<file path="src/rtl/cv32e40x_register_file_pair_seq.sv">
// cv32e40x integer register file with native register-pair reads and writes.
// Dual writes are split across two cycles when only one physical write port
// exists. The pending odd half is forwarded to every read port meanwhile.
// Optional macro CV32E40X_RF_WR_BYPASS_EN: same-cycle write-to-read bypass of
// accepted writes (x0 excluded).

// Per-read-port data select: array, same-cycle bypass, then pending forward.
module cv32e40x_register_file_pair_seq_rd_lane #(
    parameter int ADDR_WIDTH = 5,
    parameter int DATA_WIDTH = 32,
    parameter bit BYPASS     = 1'b0
) (
    input  logic [ADDR_WIDTH-1:0]                    addr_i,
    input  logic [2**ADDR_WIDTH-1:0][DATA_WIDTH-1:0] mem_i,
    input  logic                                     fwd_en_i,
    input  logic [ADDR_WIDTH-1:0]                    fwd_addr_i,
    input  logic [DATA_WIDTH-1:0]                    fwd_data_i,
    input  logic [1:0]                               byp_en_i,
    input  logic [1:0][ADDR_WIDTH-1:0]               byp_addr_i,
    input  logic [1:0][DATA_WIDTH-1:0]               byp_data_i,
    output logic [DATA_WIDTH-1:0]                    data_o
);

    // Later assignments win: forward beats bypass beats array; x0 beats all.
    always_comb begin
        data_o = mem_i[addr_i];
        if (BYPASS) begin
            for (int b = 0; b < 2; b++) begin
                if (byp_en_i[b] && (byp_addr_i[b] == addr_i)) data_o = byp_data_i[b];
            end
        end
        if (fwd_en_i && (fwd_addr_i == addr_i)) data_o = fwd_data_i;
        if (addr_i == '0) data_o = '0;
    end

endmodule

module cv32e40x_register_file_pair_seq #(
    parameter int NUM_READ_PORTS  = 4,
    parameter int NUM_WRITE_PORTS = 1,
    parameter int ADDR_WIDTH      = 5,
    parameter int DATA_WIDTH      = 32
) (
    input  logic                                         clk,
    input  logic                                         rst,
    input  logic                                         rd_dual_i,
    input  logic [NUM_READ_PORTS-1:0][ADDR_WIDTH-1:0]    rd_addr_i,
    output logic [NUM_READ_PORTS-1:0][DATA_WIDTH-1:0]    rd_data_o,
    input  logic                                         wr_valid_i,
    output logic                                         wr_ready_o,
    input  logic                                         wr_dual_i,
    input  logic [ADDR_WIDTH-1:0]                        wr_addr_i,
    input  logic [DATA_WIDTH-1:0]                        wr_data0_i,
    input  logic [DATA_WIDTH-1:0]                        wr_data1_i,
    output logic                                         wr_busy_o
);

    localparam int NUM_REGS = 2**ADDR_WIDTH;
`ifdef CV32E40X_RF_WR_BYPASS_EN
    localparam bit WR_BYPASS = 1'b1;
`else
    localparam bit WR_BYPASS = 1'b0;
`endif

    typedef enum logic {IDLE, SECOND} state_e;

    state_e                                 state_q, state_d;
    logic [NUM_REGS-1:0][DATA_WIDTH-1:0]    mem_q;
    logic [ADDR_WIDTH-1:0]                  pend_addr_q, pend_addr_d;
    logic [DATA_WIDTH-1:0]                  pend_data_q, pend_data_d;
    logic                                   accept;
    logic [ADDR_WIDTH-1:0]                  even_addr, odd_addr;
    logic [1:0]                             we;
    logic [1:0][ADDR_WIDTH-1:0]             wa;
    logic [1:0][DATA_WIDTH-1:0]             wd;
    logic [1:0]                             byp_en;
    logic [1:0][ADDR_WIDTH-1:0]             byp_addr;
    logic [1:0][DATA_WIDTH-1:0]             byp_data;
    logic                                   fwd_en;
    logic [NUM_READ_PORTS-1:0][ADDR_WIDTH-1:0] lane_addr;

    assign even_addr = {wr_addr_i[ADDR_WIDTH-1:1], 1'b0};
    assign odd_addr  = {wr_addr_i[ADDR_WIDTH-1:1], 1'b1};

    // Handshake, write-port steering and pair serialisation.
    always_comb begin
        state_d     = state_q;
        pend_addr_d = pend_addr_q;
        pend_data_d = pend_data_q;
        wr_ready_o  = 1'b0;
        wr_busy_o   = 1'b0;
        accept      = 1'b0;
        we          = '0;
        wa          = '0;
        wd          = '0;
        if (!rst) begin
            case (state_q)
                IDLE: begin
                    wr_ready_o = 1'b1;
                    accept     = wr_valid_i;
                    if (accept) begin
                        we[0] = 1'b1;
                        wd[0] = wr_data0_i;
                        if (wr_dual_i) begin
                            wa[0] = even_addr;
                            if (NUM_WRITE_PORTS == 2) begin
                                we[1] = 1'b1;
                                wa[1] = odd_addr;
                                wd[1] = wr_data1_i;
                            end else begin
                                state_d     = SECOND;
                                pend_addr_d = odd_addr;
                                pend_data_d = wr_data1_i;
                            end
                        end else begin
                            wa[0] = wr_addr_i;
                        end
                    end
                end
                SECOND: begin
                    // Port 0 drains the buffered odd half; new requests wait.
                    wr_busy_o   = 1'b1;
                    we[0]       = 1'b1;
                    wa[0]       = pend_addr_q;
                    wd[0]       = pend_data_q;
                    state_d     = IDLE;
                    pend_addr_d = '0;
                    pend_data_d = '0;
                end
                default: state_d = IDLE;
            endcase
        end
    end

    // FSM state and pending buffer; reset drops any pending odd write.
    always_ff @(posedge clk) begin
        if (rst) begin
            state_q     <= IDLE;
            pend_addr_q <= '0;
            pend_data_q <= '0;
        end else begin
            state_q     <= state_d;
            pend_addr_q <= pend_addr_d;
            pend_data_q <= pend_data_d;
        end
    end

    // Register array update; x0 is never written.
    always_ff @(posedge clk) begin
        if (rst) begin
            mem_q <= '0;
        end else begin
            for (int p = 0; p < 2; p++) begin
                if (we[p] && (wa[p] != '0)) mem_q[wa[p]] <= wd[p];
            end
        end
    end

    // Same-cycle bypass sources: both halves of an accepted write.
    always_comb begin
        byp_en[0]   = accept;
        byp_addr[0] = wr_dual_i ? even_addr : wr_addr_i;
        byp_data[0] = wr_data0_i;
        byp_en[1]   = accept & wr_dual_i;
        byp_addr[1] = odd_addr;
        byp_data[1] = wr_data1_i;
    end

    assign fwd_en = !rst && (state_q == SECOND);

    genvar i;
    generate
        for (i = 0; i < NUM_READ_PORTS; i++) begin : g_rd
            // Upper ports read the partner of the lower ports in dual mode.
            if (i >= 2) begin : g_pair
                assign lane_addr[i] = rd_dual_i ? (rd_addr_i[i-2] ^ ADDR_WIDTH'(1)) : rd_addr_i[i];
            end else begin : g_plain
                assign lane_addr[i] = rd_addr_i[i];
            end

            cv32e40x_register_file_pair_seq_rd_lane #(
                .ADDR_WIDTH (ADDR_WIDTH),
                .DATA_WIDTH (DATA_WIDTH),
                .BYPASS     (WR_BYPASS)
            ) u_lane (
                .addr_i     (lane_addr[i]),
                .mem_i      (mem_q),
                .fwd_en_i   (fwd_en),
                .fwd_addr_i (pend_addr_q),
                .fwd_data_i (pend_data_q),
                .byp_en_i   (byp_en),
                .byp_addr_i (byp_addr),
                .byp_data_i (byp_data),
                .data_o     (rd_data_o[i])
            );
        end
    endgenerate

endmodule

</file>
<file path="config.mk">
export PLATFORM = sky130hd
export DESIGN_NAME = cv32e40x_register_file_pair_seq
export DESIGN_NICKNAME = d
export VERILOG_FILES = /design/src/rtl/cv32e40x_register_file_pair_seq.sv
export SDC_FILE = /design/constraint.sdc
export NUM_CORES = 2
export LEC_CHECK = 0
export CELL_PAD_IN_SITES_DETAIL_PLACEMENT = 0
export CELL_PAD_IN_SITES_GLOBAL_PLACEMENT = 1
export CORE_MARGIN = 4
export CORE_UTILIZATION = 46
export DETAILED_ROUTE_END_ITERATION = 8
export GPL_TIMING_DRIVEN = 0
export PLACE_DENSITY = 0.81
export REMOVE_ABC_BUFFERS = 1
export SLEW_MARGIN = 25
export SYNTH_ARGS = -nofsm -noshare
export SYNTH_HDL_FRONTEND = slang
export SYNTH_HIERARCHICAL = 1
export SYNTH_SLANG_ARGS = --single-unit
</file>
<file path="constraint.sdc">
create_clock -name clk -period 11.71 [get_ports clk]
set_input_delay 2.9275 -clock clk [delete_from_list [all_inputs] [get_ports clk]]
set_output_delay 2.9275 -clock clk [all_outputs]
set_load 0.1 [all_outputs]
</file>
======== Yosys cells after proc, flatten, opt, wreduce, memory -nomap -nowiden ========
Index checks and enable logic that the tools add are counted.
storage, ports and cells
  bits in registers ....................... 1062
  bits of input ports ..................... 94
  output and inout port bits .............. 130
  logic and storage cells ................. 108
cells by class
  magnitude comparators ................... 6
  equal/unequal tests ..................... 6
  multiplexer cells ....................... 44
  bitwise gates (word level) .............. 3
  reductions and logical operators ........ 14
operator list
  operator                                                                       count
  1024-bit bitwise mux                                                           1
  32-bit binary-select mux with 5-bit select                                     4
  32-bit two-way mux                                                             17
  32-bit demux with 5-bit select                                                 1
  32-bit case mux with 2 select lines                                            2
  5-bit by 6-bit less-than comparator with 1-bit output (second input constant)  5
  5-bit two-way mux                                                              6
  5-bit equality test                                                            4
  5-bit logical NOT                                                              4
  5-bit case mux with 2 select lines                                             2
  1-bit two-way mux                                                              9
  1-bit logical AND                                                              7
  5-bit by 1-bit >= comparator with 1-bit output (second input constant)         1
  5-bit nonzero test                                                             1
  2-bit != test (second input constant)                                          2
  1-bit case mux with 2 select lines                                             2
  1-bit NOT                                                                      3
  2-bit AND reduction                                                            1
  1-bit logical NOT                                                              1

======== Logic depth before layout (Yosys ltp) ========
  depth after elaboration ................. 9
  depth in mapped cells ................... 13
  gate-level depth less buffers ........... 7

======== Hierarchy ========
The synthesis kept the hierarchy.
by module, submodules not included
  module                                   instances  cells an instance  area each (µm²)  sequential area each (µm²)
  cv32e40x_register_file_pair_seq          1          3741               40455.0          21260.4
  cv32e40x_register_file_pair_seq_rd_lane  4          852                9090.0           0.0

======== Worst setup path before layout ========
Ideal clock, no wire load.
  path type ............................... input-to-output
  start ................................... in rst
  end ..................................... out rd_data_o[111] (netlist bit)
  data arrival time ....................... 7.838 ns
  required time ........................... 8.783 ns
  setup slack ............................. 0.944 ns
  stages on the path ...................... 11
  buffers on the path ..................... 8
  cells stage by stage .................... clkbuf_1 buf_2 clkbuf_1 buf_2 clkbuf_1 clkbuf_1 nor2b_1 nand3_1 clkbuf_1 clkbuf_1 a21oi_1
RTL lines
  what                line  source
  start: declaration  45    input logic rst,
  end: declaration    48    output logic [NUM_READ_PORTS-1:0][DATA_WIDTH-1:0] rd_data_o,

==> run metrics <==
Buffers on Ports 223; GRT Total Usage 34.95%; Mapped Cells 7,146; Pwr Total 9.894 mW; die width 416.6 um; area growth from synthesis to layout 12.81%; RSZ-0062 raised after global routing yes; peak supply drop 0.0001277 V; Hold Crit Class register to register; cells on worst reg2reg path 8; Initial Utilization 46.44%; Clock Skew 61.75 ps; Via density 7.144; cell area after synthesis 0.07680 mm2; fillcell total 14,090; share of layout cells above drive strength 1 19.35%; Worst Path Max Fanout 24; Iter 0 DRT Violations 8,857; cts hold-fix bufs 0; total CTS buffers 118; antenna viol nets, final 0; highest routed layer met5; H-Tree Depth 3; final estimated routing congestion in global placement 0.9207; relative max-transition margin 20.87%; Max Cap Viol 0; setup TNS -96.54 ps; initial antenna violation count 12; r2r startpoint state_q; post-route setup slack -68.74 ps; Ys Warns 6; most frequent cells in the layout 1,489 x mux2i_1, 1,061 x dfxtp_1, 892 x nand2b_1; Slew Limit Fails 0; CTS tree yes; Post-layout nets 7,003; total number of vias 65,770; Final setup viols 2; failing checks negative setup slack; die area 0.1736 mm2; hold depth 2; Worst R2R End mem_q[582]; status complete, but fails checks; largest net degree at the start of global routing 129; drt pass-1 iters 8; critical hold path startpoint pend_data_q[27]; Row Count 149; fmax 84.90 MHz; worst slew pin tran 1187 ps; Root Buffer clkbuf_16; clock buffer depth 3; detailed placer's ending HPWL 206.0 mm; clk sink count 1,062; Final Critical Period 11,780 ps; drt drc 0; WL/cell 34.18 um; Synth Area per Inst 10.75 um2; global-route wire length before repair 451.8 mm; Post-Route M1 WL 112.1 mm; Tcrit/Tclk final 100.6%; Hold Fails Final Rpt 0; vias in the first global route 64,250; Static Leak 33.88 nW; crit path launch type primary input; Critical Path RT 8780 ps; power density cells 114.2 mW/mm2; total wire length 314.7 mm; clock slew at reported path FFs 60 ps; R2R setup slack 7490 ps; Setup crit end kind output port; Clk Latency, worst-skew pair 790 ps; Critical Path AT 8850 ps; WL met3 37.22 mm; WL met2 135.6 mm; Chip Height 416.6 um; total core area 0.1654 mm2; WS Path Type primary input to output port; GRT overflow 0; Worst Hold Path EP pend_data_q[27]; IO Pins 224; most common cell after layout, fill and taps aside mux2i_1
==> final cells by class <==
type | count | area [um2] | share of cell area, %
Multi-Input combinational cell | 5243 | 51270 | 59.18
Antenna cell | 9 | 22.52 | 0.02600
Inverter | 15 | 77.57 | 0.08954
Timing Repair Buffer | 469 | 6938 | 8.008
Tap cell | 2189 | 2739 | 3.161
Sequential cell | 1062 | 21260 | 24.54
Clock inverter | 68 | 998.5 | 1.152
Clock buffer | 152 | 3322 | 3.834
==> worst max path at each step <==
stage / startpoint / to / slack (ps) / depth (start not counted)
floorplan: rd_dual_i / rd_data_o[126] / -26010 / 4
global placement: rd_addr_i[5] / rd_data_o[105] / -222560 / 8
detailed placement: rd_addr_i[0] / rd_data_o[74] / -610 / 17
CTS: rd_addr_i[0] / rd_data_o[72] / 30 / 17
global route: rd_addr_i[0] / rd_data_o[83] / -50 / 16
finish: rd_dual_i / rd_data_o[90] / -70 / 7
==> layer usage <==
layer | GRT usage [%] | vias up
li1 | - | 26890
met3 | 10.09 | 1587
met5 | 0 | -
met2 | 52.34 | 4880
met1 | 42.16 | 32400
met4 | 27.48 | 10
==> timing repair <==
action,CTS,global route
buffers inserted,0,3
setup endpoints to repair,19,19
cloned,0,0
gates resized for setup,31,18
==> sequential cells by signal, summed over array words and instances, names as in the netlist <==
signal / flops
mem_q: 1024
pend_data_q: 32
pend_addr_q: 5
state_q: 1
==> worst max-delay path, cell delays in order <==
cell             delay, ps
clkdlybuf4s50_1       1060
mux2_2                1100
clkinv_1              1050
nor4_1                1080
a21oi_1                160
a21oi_1                250
clkdlybuf4s50_1       1170
==> per-stage QoR <==
stage / area [um2] / cells / hold WS [ps] / utilization (%) / setup WS (ps)
4_1_cts: 86540 / 9195 / 502.6 / 52.33 / 27.10
2_1_floorplan: 71870 / 6320 / 467.8 / - / -26010
6_report: 86630 / 9207 / 503.2 / 52.39 / -68.74
3_3_place_gp: 76840 / 8732 / 482.9 / 46.47 / -222560
3_5_place_dp: 82220 / 8975 / 492.8 / 49.72 / -613.6
5_1_grt: 86610 / 9198 / 516.1 / 52.38 / -46.91
==> report_power, final <==
group | internal [mW] | switching, mW
Combinational | 0.659 | 1.38
Sequential | 3.63 | 0.0254
Clock | 2.50 | 1.70
Note: power is estimated with default switching activity, not from simulation.
